===== config.mk =====
export PLATFORM = sky130hd
export DESIGN_NAME = sort_result_streamer
export DESIGN_NICKNAME = d
export VERILOG_FILES = /design/src/rtl/sort_pkg.sv /design/src/rtl/axis_out_buf.sv /design/src/rtl/sort_result_streamer.sv
export SDC_FILE = /design/constraint.sdc
export NUM_CORES = 1
export LEC_CHECK = 0
export BUFFER_PORTS_ARGS = -buffer_cell sky130_fd_sc_hd__buf_2
export CAP_MARGIN = 10
export CORE_UTILIZATION = 55
export DETAILED_ROUTE_END_ITERATION = 10
export HOLD_SLACK_MARGIN = 0.1
export MAX_ROUTING_LAYER = met4
export PLACE_DENSITY = 0.8
export SLEW_MARGIN = 40
export SYNTH_ARGS = -nofsm -noshare
export SYNTH_HDL_FRONTEND = slang
export SYNTH_SLANG_ARGS = --single-unit
export TNS_END_PERCENT = 20

===== constraint.sdc =====
create_clock -name clk -period 3.7 [get_ports clk]
set_clock_uncertainty 0.15 [all_clocks]
set_input_delay 0.555 -clock clk [delete_from_list [all_inputs] [get_ports clk]]
set_output_delay 0.555 -clock clk [all_outputs]
set_load 0.05 [all_outputs]

===== src/rtl/sort_pkg.sv =====
// Shared sorting-path constants and the stream FSM state encoding.
package sort_pkg;

  localparam int SORT_DATA_W    = 32;
  localparam int SORT_FRAME_LEN = 10;
  localparam int SORT_CNT_W     = 4;
  localparam int SORT_BUF_DEPTH = 2;

  // Encoding is shared with the sorter; keep the values fixed.
  typedef enum logic [1:0] {
    ST_IDLE = 2'd0,
    ST_RUN  = 2'd1,
    ST_DONE = 2'd2
  } stream_state_t;

endpackage


===== src/rtl/axis_out_buf.sv =====
// Small circular register buffer holding words between the result FIFO read
// port and the AXI-stream output. Head is read straight from storage.
module axis_out_buf #(
  parameter int DATA_W = 32,
  parameter int DEPTH  = 2,
  parameter int OCC_W  = $clog2(DEPTH + 1)
) (
  input  logic              clk,
  input  logic              rst,
  input  logic              push,
  input  logic [DATA_W-1:0] push_data,
  input  logic              pop,
  output logic [DATA_W-1:0] head,
  output logic [OCC_W-1:0]  occ
);

  localparam int PTR_W = (DEPTH > 1) ? $clog2(DEPTH) : 1;

  logic [DATA_W-1:0] mem [DEPTH];
  logic [PTR_W-1:0]  wr_ptr;
  logic [PTR_W-1:0]  rd_ptr;

  function automatic logic [PTR_W-1:0] ptr_inc(input logic [PTR_W-1:0] p);
    return (p == PTR_W'(DEPTH - 1)) ? '0 : p + 1'b1;
  endfunction

  // Storage, pointers and occupancy; simultaneous push and pop keep occ unchanged.
  always_ff @(posedge clk) begin
    if (rst) begin
      mem    <= '{default: '0};
      wr_ptr <= '0;
      rd_ptr <= '0;
      occ    <= '0;
    end else begin
      if (push) begin
        mem[wr_ptr] <= push_data;
        wr_ptr      <= ptr_inc(wr_ptr);
      end
      if (pop) begin
        rd_ptr <= ptr_inc(rd_ptr);
      end
      if (push && !pop) begin
        occ <= occ + 1'b1;
      end else if (pop && !push) begin
        occ <= occ - 1'b1;
      end
    end
  end

  assign head = mem[rd_ptr];

endmodule


===== src/rtl/sort_result_streamer.sv =====
// Drains FRAME_LEN sorted words from the result FIFO and emits them as one
// AXI-stream frame with sm_tlast on the final word.
module sort_result_streamer
  import sort_pkg::*;
#(
  parameter int DATA_W    = SORT_DATA_W,
  parameter int FRAME_LEN = SORT_FRAME_LEN,
  parameter int CNT_W     = SORT_CNT_W,
  parameter int BUF_DEPTH = SORT_BUF_DEPTH
) (
  input  logic              clk,
  input  logic              rst,
  input  logic              ap_start_stream,
  input  logic              fifo_empty,
  output logic              fifo_rd_en,
  input  logic [DATA_W-1:0] fifo_rdata,
  output logic              sm_tvalid,
  output logic [DATA_W-1:0] sm_tdata,
  output logic              sm_tlast,
  input  logic              sm_tready,
  output logic              busy,
  output logic              done_stream
);

  localparam int OCC_W  = $clog2(BUF_DEPTH + 1);
  localparam int PEND_W = OCC_W + 1;

  stream_state_t     state;
  stream_state_t     state_next;
  logic [CNT_W-1:0]  rd_cnt;
  logic [CNT_W-1:0]  tx_cnt;
  logic              inflight;
  logic [OCC_W-1:0]  occ;
  logic              pop;
  logic              last_beat;
  logic [PEND_W-1:0] pending;

  axis_out_buf #(
    .DATA_W (DATA_W),
    .DEPTH  (BUF_DEPTH),
    .OCC_W  (OCC_W)
  ) u_buf (
    .clk       (clk),
    .rst       (rst),
    .push      (inflight),
    .push_data (fifo_rdata),
    .pop       (pop),
    .head      (sm_tdata),
    .occ       (occ)
  );

  assign sm_tvalid = (occ != '0);
  assign pop       = sm_tvalid && sm_tready;
  assign sm_tlast  = sm_tvalid && (tx_cnt == CNT_W'(FRAME_LEN - 1));
  assign last_beat = pop && sm_tlast;

  // Buffer slots already claimed once this cycle settles: stored words plus the
  // read in flight, minus the beat leaving now. A new read needs a free slot.
  assign pending    = PEND_W'(occ) + PEND_W'(inflight) - PEND_W'(pop);
  assign fifo_rd_en = (state == ST_RUN) && !fifo_empty &&
                      (rd_cnt < CNT_W'(FRAME_LEN)) &&
                      (pending < PEND_W'(BUF_DEPTH));

  // Next-state and status decode.
  always_comb begin
    state_next  = state;
    busy        = 1'b0;
    done_stream = 1'b0;
    case (state)
      ST_IDLE: begin
        if (ap_start_stream) state_next = ST_RUN;
      end
      ST_RUN: begin
        busy = 1'b1;
        if (last_beat) state_next = ST_DONE;
      end
      ST_DONE: begin
        busy        = 1'b1;
        done_stream = 1'b1;
        state_next  = ST_IDLE;
      end
      default: state_next = ST_IDLE;
    endcase
  end

  // State register, word counters and read-in-flight flag.
  always_ff @(posedge clk) begin
    if (rst) begin
      state    <= ST_IDLE;
      rd_cnt   <= '0;
      tx_cnt   <= '0;
      inflight <= 1'b0;
    end else begin
      state    <= state_next;
      inflight <= fifo_rd_en;
      if (state == ST_DONE) begin
        rd_cnt <= '0;
      end else if (fifo_rd_en) begin
        rd_cnt <= rd_cnt + 1'b1;
      end
      if (pop) begin
        tx_cnt <= last_beat ? '0 : tx_cnt + 1'b1;
      end
    end
  end

endmodule

---- Word level (Yosys, flattened, before mapping) ----
Index checks and enable logic that the tools add are counted.
storage, ports and cells
  register bits after elaboration ......... 79
  logic and storage cells ................. 63
operators by class
  add/sub/neg operators ................... 8
  magnitude comparators ................... 5
  equality and inequality tests ........... 5
  mux-type cells .......................... 16
  bitwise logic cells ..................... 2
  reduce and logical (&&, ||, !) cells .... 18
operator list
  cell                 count
  $mux 32              4
  $bwmux 64            1
  $demux 32 s1         1
  $logic_and 1x1->1    9
  $add 4x1->4 const B  2
  $mux 2               4
  $eq 4x4->1 const B   1
  $ge 2x2->1 const B   2
  $lt 4x4->1 const B   1
  $mux 1               4
  $mux 4               1
  $ne 2x2->1 const B   2
  $not 1->2            2
  $pmux 2 s2           1
  $reduce_bool 2->1    2
  $reduce_or 2->1      2
  $add 2x1->3          1
  $logic_not 1->1      3
  $lt 3x2->1 const B   1
  $sub 3x1->3          1
  $add 1x1->1 const B  2
  $add 2x1->2 const B  1
  $eq 2x1->1 const B   1
  $eq 2x2->1 const B   1
  other kinds (4)      4

---- Depth between registers and ports, before layout ----
Gate-level depths: netlist (run 1).
  depth after elaboration ................. 6
  mapped depth ............................ 9
  gate-level depth less buffers ........... 9

---- Cells and area by module ----
Synthesis (run 1) repeated with hierarchy kept, for this count alone.
unflattened totals
  cells, all modules ...................... 411
  area, all modules ....................... 3509.6 µm²
modules (own cells, without submodules)
  module                times used  cells an instance  area each (µm²)
  axis_out_buf          1           335                2830.2
  sort_result_streamer  1           76                 679.4

---- Worst setup path after synthesis (run 1) ----
No wires, ideal clock.
  path kind ............................... input-to-output
  start point ............................. in sm_tready
  end point ............................... out fifo_rd_en
  arrival ................................. 2216 ps
  data required time ...................... 2995 ps
  setup slack ............................. 779 ps
  stages .................................. 8
  cell sequence ........................... o21ai_4 > clkinv_2 > ha_1 > nand2b_1 > fa_1 > xnor2_1 > nand4_1 > inv_1
on the way
  word-level cells in the longest chain between the ends .. 4
RTL lines
  element             RTL line                    text
  start: declaration  sort_result_streamer.sv:20  input logic sm_tready,
  $logic_and 1x1->1   sort_result_streamer.sv:53  assign pop = sm_tvalid && sm_tready;
  via pop             sort_result_streamer.sv:34  logic pop;
  $sub 3x1->3         sort_result_streamer.sv:59  assign pending = PEND_W'(occ) + PEND_W'(inflight) - PEND_W'(pop);
  $lt 3x2->1          sort_result_streamer.sv:62  (pending < PEND_W'(BUF_DEPTH));
  $logic_and 1x1->1   sort_result_streamer.sv:61  (rd_cnt < CNT_W'(FRAME_LEN)) &&
  end: declaration    sort_result_streamer.sv:15  output logic fifo_rd_en,
The timed path passes the listed nets, and every way through them passes these cells.

---- Worst setup path after layout (run 1) ----
  start point ............................. reg u_buf.occ[1]
  end point ............................... out fifo_rd_en
on the way
  word-level cells in the longest chain between the ends .. 5
RTL lines
  element                   RTL line                    text
  start: declaration        axis_out_buf.sv:14          output logic [OCC_W-1:0] occ
  start signal: assignment  axis_out_buf.sv:43          occ <= occ + 1'b1;
  start signal: assignment  axis_out_buf.sv:45          occ <= occ - 1'b1;
  $reduce_bool 2->1         sort_result_streamer.sv:52  assign sm_tvalid = (occ != '0);
  $logic_and 1x1->1         sort_result_streamer.sv:53
  via pop                   sort_result_streamer.sv:34
  $sub 3x1->3               sort_result_streamer.sv:59
  $lt 3x2->1                sort_result_streamer.sv:62
  $logic_and 1x1->1         sort_result_streamer.sv:61
The timed path passes the listed nets, and every way through them passes these cells.

==> flow_metrics.tcl, run 1 <==
set metrics [dict create \
    grt_setup_unrepaired "false" \
    totalWireLength_microns 7475 \
    crit_path_end_kind "output pin" \
    cts_root_buf "clkbuf_8" \
    yosys.area.top_type_share 0.4635 \
    setup_tns_ns 0 \
    post_cts.repair.setup_buffers 0 \
    min_period_ns 3.436 \
    first_global_vias 2699 \
    cts.clk_slew.worst_paths_ns 0.08 \
    num_io_pins 74 \
    groute.usage.overall 0.2475 \
    post-dp-hpwl_microns 4690 \
    initial_core_utilization 0.5729 \
    synthFlopType "dfxtp_1" \
    worst_setup_path_start_kind "flop" \
    cts_hold_repair.buffers 0 \
    synth_enable_flop_cells 0 \
    core_sq_um 5956 \
    post-route-drc-count 0 \
    syn_area_per_cell_sq_um 8.322 \
    place.port_buffers 73 \
    synth.yosys.warnings 0 \
    netlist-cell-type-count 37 \
    hold_path.class "input pin to flop" \
    stdcell_count 550 \
    p_per_area_nw_per_um2 531.6 \
    clkLatencyLatePin_ns 0.35 \
    max-cap-violations 0 \
    synth_sequential_area_ratio 0.4635 \
    mappedNetlistNets 457 \
    outcome "complete, no violations" \
    seq_area_sq_um 1585 \
    fillerInstances 504 \
    fraction_of_the_mapped_netlist_area_in_compound_gates 0.1280 \
    cts_buffer_depth 2 \
    layout_worst_path_cycle_share 0.9287 \
    simple_gate_share_of_the_synthesized_area 0.2035 \
    num_antenna_cells 0 \
    vias_per_cell 5.327 \
    post-synth-top-area-cell "dfxtp_1" \
    timing.slew.headroom 0.5379 \
    maximum_number_of_pins_on_one_net_before_global_route_repair 43 \
    total_instance_count_after_detailed_placement 535 \
    detailedRoute.firstPassIterationCount 4 \
    route.detailed.wl_per_inst_microns 13.59 \
    place_ws_ns 0.5433 \
    async_s_r_ff_share_synth 0 \
    detail-route-antenna-nets 0 \
    final-hold-violation-count 0 \
    tritoncts "done" \
    synthCells 410 \
    syn-cell-area_sq_um 3412 \
    irDropWorstVdd_mv 0.3228 \
    tightestPinTransition_ns 0.6931 \
    dieArea_sq_um 6523 \
    worst_ep_arrival_time_ns 2.73 \
    fin_ws_ns 0.2639 \
    synth_top_cells_by_area "dfxtp_1, nand2_1, mux2_1" \
    globalRouteOverflowTotal 0 \
    mostFrequentLayoutCell "nand2_1" \
    rrSetupSlack_ns 1.05 \
    power_leakage_nw 1.670 \
    number_of_max_slew_violations_in_the_final_report 0 \
    cts_inserted_buffers 9 \
    vias 2930 \
    initial_antenna_violation_count 0 \
    share_of_the_synthesized_netlist_area_taken_by_xor_and_xnor_gates 0.01283 \
    achievable-frequency_ghz 0.2910 \
    fin_nets 518 \
    area_delta_synth_final_pct 16.98 \
    synthAdderAreaFrac 0.03887 \
    multiInputGateArea_sq_um 1680 \
    fp.dieH_microns 80.77 \
    clkSinkCount 79 \
    worst-endpoint-required_ns 2.99 \
    initialDrtViolationCount 133 \
    synth_seq_cells 79 \
    htree_num_levels 3 \
    setup_violations 0 \
    mux_cell_area_share_after_synthesis 0.1085 \
    combinational_family_with_the_most_area_after_synthesis "simple AND/OR/NAND/NOR gates" \
    die_w_microns 80.77 \
    place_congestion 0.8304 \
    timing.setup.critical_path_class "flop to output pin" \
    worst_hold_slack_ns 0.2970 \
    row_count 28 \
    global_route_wire_length_before_repair_microns 11980 \
    commonest_non_fill_non_tap_cells_in_the_layout "nand2_1, dfxtp_1, buf_2" \
    post_cts.resized_instances 0 \
    critical_path_peak_fanout 8 \
    post_route_cells_drive_above_1_share 0.2105 \
]
Yosys cell counts, types with 2 or more instances:
master and n:
o21ai_0 2, buf_2 13, a21oi_1 70, xnor2_1 2, clkbuf_1 11, dfxtp_1 79
o21ai_1 2, inv_1 7, and2_1 2, ha_1 9, nand2_1 135, buf_1 4
or3_1 2, mux2_1 32, nor2_1 8, nor3_1 4, nand2b_1 5, nor2b_1 2
xor2_1 3
state kept, by name, indices dropped and copies added (netlist names):
signal	flops
inflight	1
rd_cnt	4
tx_cnt	4
u_buf.mem	64
u_buf.wr_ptr	1
u_buf.rd_ptr	1
state	2
u_buf.occ	2
layout make-up:
| class | count | area share |
|---|---|---|
| clock buffer | 12 | 0.03887 |
| sequential | 79 | 0.3972 |
| multi-input combinational | 295 | 0.4210 |
| timing repair buffer | 78 | 0.1009 |
| tap | 75 | 0.02351 |
| inverter | 8 | 0.007837 |
| clock inverter | 3 | 0.01066 |
worst paths after layout:
path	from	end	depth (start not counted)
max	u_buf.occ[1]	fifo_rd_en	9
min	fifo_rdata[20]	u_buf.mem[20]	3
min reg2reg	u_buf.mem[38]	u_buf.mem[38]	2
max reg2reg	u_buf.occ[1]	rd_cnt[2]	9
worst max-delay path: stages, from the launching register on:
cell and delay [ns]:
dfxtp_1 0.39, o21ai_4 0.26, clkinv_2 0.14, ha_1 0.28
nand2b_1 0.15, fa_1 0.38, xnor2_1 0.25, nand4_1 0.20
inv_1 0.08, buf_2 0.26
power by group:
part	total (W)	switching, W	internal [W]
logic	0.000466	0.000294	0.000172
clock network	0.000646	0.000301	0.000344
registers	0.00101	0.000109	0.000902
total	0.00212	0.000704	0.00142
metrics by stage:
| stage | util | area (sq um) | total power, W |
|---|---|---|---|
| after global placement | 0.6366 | 3791 | 0.001476 |
| after floorplan | - | 3412 | 0.001374 |
| after global routing | 0.6702 | 3991 | 0.002210 |
| after CTS | 0.6702 | 3991 | 0.002128 |
| after detailed placement | 0.6370 | 3794 | 0.001492 |
| final | 0.6702 | 3991 | 0.002122 |
per-layer routing:
metal  share of wire  GRT usage  vias up
li1                -          -     1471
met1            0.46     0.2839     1379
met5               0          -        -
met2            0.48     0.4093       62
met4           0.023     0.1107        0
met3           0.045    0.06067       18
kinds of logic after synthesis:
group	after synthesis
buf+inv	36
fa+ha+maj	10
mux	33
compound gates	81
xor+xnor	5
simple gates	166
flops	79
Note: power is estimated with default switching activity, not from simulation.
==> run 2, diff against run 1 <==
--- a/config.mk
+++ b/config.mk
@@ -10,7 +10,6 @@
 export CORE_UTILIZATION = 55
 export DETAILED_ROUTE_END_ITERATION = 10
 export HOLD_SLACK_MARGIN = 0.1
-export MAX_ROUTING_LAYER = met4
 export PLACE_DENSITY = 0.8
 export SLEW_MARGIN = 40
 export SYNTH_ARGS = -nofsm -noshare
==> run 2 against run 1 <==
Effect of this change: sequential cell count stayed put; wire length is 0.47% lower; sequential share of layout area stayed put; clock power is 0.6% lower; via count is 0.24% lower; register-to-register slack hardly changed; largest cell class unchanged.
==> flow_metrics.tcl, run 2 (synthesis gave the netlist of run 1 again) <==
set metrics [dict create \
    outcome "complete, no violations" \
    route.detailed.wl_per_inst_microns 13.53 \
    p_per_area_nw_per_um2 530.6 \
    tritoncts "done" \
    cts_buffer_depth 2 \
    htree_num_levels 3 \
    fin_nets 518 \
    fillerInstances 504 \
    number_of_max_slew_violations_in_the_final_report 0 \
    post-route-drc-count 0 \
    fin_ws_ns 0.2703 \
    maximum_number_of_pins_on_one_net_before_global_route_repair 43 \
    rrSetupSlack_ns 1.05 \
    cts_root_buf "clkbuf_8" \
    hp-start "u_buf.mem[40]" \
    layout_worst_path_cycle_share 0.9269 \
    worst-endpoint-required_ns 2.99 \
    setup_tns_ns 0 \
    setup_violations 0 \
    min_period_ns 3.430 \
    post_route_cells_drive_above_1_share 0.2105 \
    power_frac_seq 0.478 \
    num_antenna_cells 0 \
    switching_power_w 0.0006998 \
    initial_antenna_violation_count 0 \
    cts_hold_repair.buffers 0 \
    hold_path_end "u_buf.mem[40]" \
    timing.setup.critical_path_class "flop to output pin" \
    core_sq_um 5956 \
    cts.clk_slew.worst_paths_ns 0.07 \
    power.internal_w 0.001418 \
    first_global_vias 2692 \
    mostFrequentLayoutCell "nand2_1" \
    detail-route-antenna-nets 0 \
    final-hold-violation-count 0 \
    fp.dieH_microns 80.77 \
    grt_setup_unrepaired "false" \
    initial_core_utilization 0.5729 \
    min_delay_path_depth 2 \
    largest_registers "u_buf.mem x64, rd_cnt x4, tx_cnt x4" \
    dieArea_sq_um 6523 \
    max-cap-violations 0 \
    row_count 28 \
    achievable-frequency_ghz 0.2916 \
    place.port_buffers 73 \
    p_sw_frac 0.3304 \
    crit_path_end_kind "output pin" \
    place_ws_ns 0.5433 \
    globalRouteOverflowTotal 0 \
    post_cts.resized_instances 0 \
    post_cts.repair.setup_buffers 0 \
    vias 2923 \
    tightestPinTransition_ns 0.6861 \
    clkSinkCount 79 \
    worst_ep_arrival_time_ns 2.72 \
    slowest_cell_delay_on_critical_path_ns 0.39 \
    hold_path.class "flop to flop" \
    reg2reg_to "rd_cnt[2]" \
    reg2reg_from "u_buf.occ[1]" \
    clock_power_share 0.303 \
    path_cells "o21ai_4, clkinv_2, ha_1, nand2b_1, fa_1, xnor2_1, nand4_1, inv_1, buf_2" \
    worst_setup_path_start_kind "flop" \
    global_route_wire_length_before_repair_microns 11960 \
    die_w_microns 80.77 \
    groute.usage.overall 0.2401 \
    totalWireLength_microns 7440 \
    commonest_non_fill_non_tap_cells_in_the_layout "nand2_1, dfxtp_1, buf_2" \
    power_leakage_nw 1.670 \
    area_delta_synth_final_pct 16.98 \
    number_of_flip_flops_under_the_largest_register_name 64 \
    post-dp-hpwl_microns 4690 \
    irDropWorstVdd_mv 0.3222 \
    vias_per_cell 5.315 \
    worst_path_max_delay_cell "dfxtp_1" \
    num_io_pins 74 \
    worst_hold_slack_ns 0.3006 \
    max_flop_register "u_buf.mem" \
    timing.slew.headroom 0.5426 \
    cts_inserted_buffers 9 \
    detailedRoute.firstPassIterationCount 4 \
    place_congestion 0.8181 \
    critical_path_peak_fanout 8 \
    pwr-share-comb 0.219 \
    reg2regPathDepth 9 \
    clkLatencyLatePin_ns 0.34 \
    fin_util 0.6702 \
    initialDrtViolationCount 136 \
]
-- run 2: cell counts in the layout (fill, tap and decap cells not counted) --
Identical to the previous run, type by type.
-- run 2: worst max path at each step --
stage | start | to | slack [ns] | cells past startpoint
floorplan | sm_tready | fifo_rd_en | 0.78 | 8
global placement | sm_tready | fifo_rd_en | 0.59 | 10
detailed placement | sm_tready | fifo_rd_en | 0.54 | 10
CTS | u_buf.occ[1] | fifo_rd_en | 0.24 | 9
global route | u_buf.occ[1] | fifo_rd_en | 0.1 | 9
finish | u_buf.occ[1] | fifo_rd_en | 0.27 | 9
-- run 2: final cells by class --
cell class | instances | area [sq um] | share of cell area
Multi-Input combinational cell | 295 | 1680 | 0.4210
Tap cell | 75 | 93.84 | 0.02351
Sequential cell | 79 | 1585 | 0.3972
Clock buffer | 12 | 155.1 | 0.03887
Inverter | 8 | 31.28 | 0.007837
Clock inverter | 3 | 42.54 | 0.01066
Timing Repair Buffer | 78 | 402.9 | 0.1009
-- run 2: routing by layer --
| layer | global-route usage | vias up | routed length, microns |
|---|---|---|---|
| met5 | 0 | - | 0 |
| li1 | - | 1470 | - |
| met2 | 0.4093 | 65 | 3579 |
| met1 | 0.2832 | 1375 | 3382 |
| met4 | 0.1321 | 0 | 146 |
| met3 | 0.04719 | 13 | 332 |
-- run 2: power by group through the flow --
stage          clock (W)  sequential (W)  combinational, W
2_1_floorplan          0        0.000952          0.000422
3_3_place_gp           0         0.00102          0.000452
3_5_place_dp           0         0.00103          0.000461
4_1_cts         0.000649         0.00101          0.000469
5_1_grt         0.000683         0.00102          0.000505
6_report        0.000642         0.00101          0.000465
-- run 2: critical path: cells and delay by family, from the launching register on --
kind	cells	cell delay [ns]
flops	1	0.39
simple gates	2	0.35
compound gates	1	0.26
xor+xnor	1	0.25
fa+ha+maj	2	0.66
buf+inv	3	0.48
-- run 2: per-stage QoR --
| stage | std cells | instance area (sq um) | total power [W] |
|---|---|---|---|
| after global placement | 535 | 3791 | 0.001476 |
| after detailed placement | 535 | 3794 | 0.001492 |
| final | 550 | 3991 | 0.002118 |
| after CTS | 550 | 3991 | 0.002128 |
| after global routing | 550 | 3991 | 0.002208 |
| after floorplan | 410 | 3412 | 0.001374 |
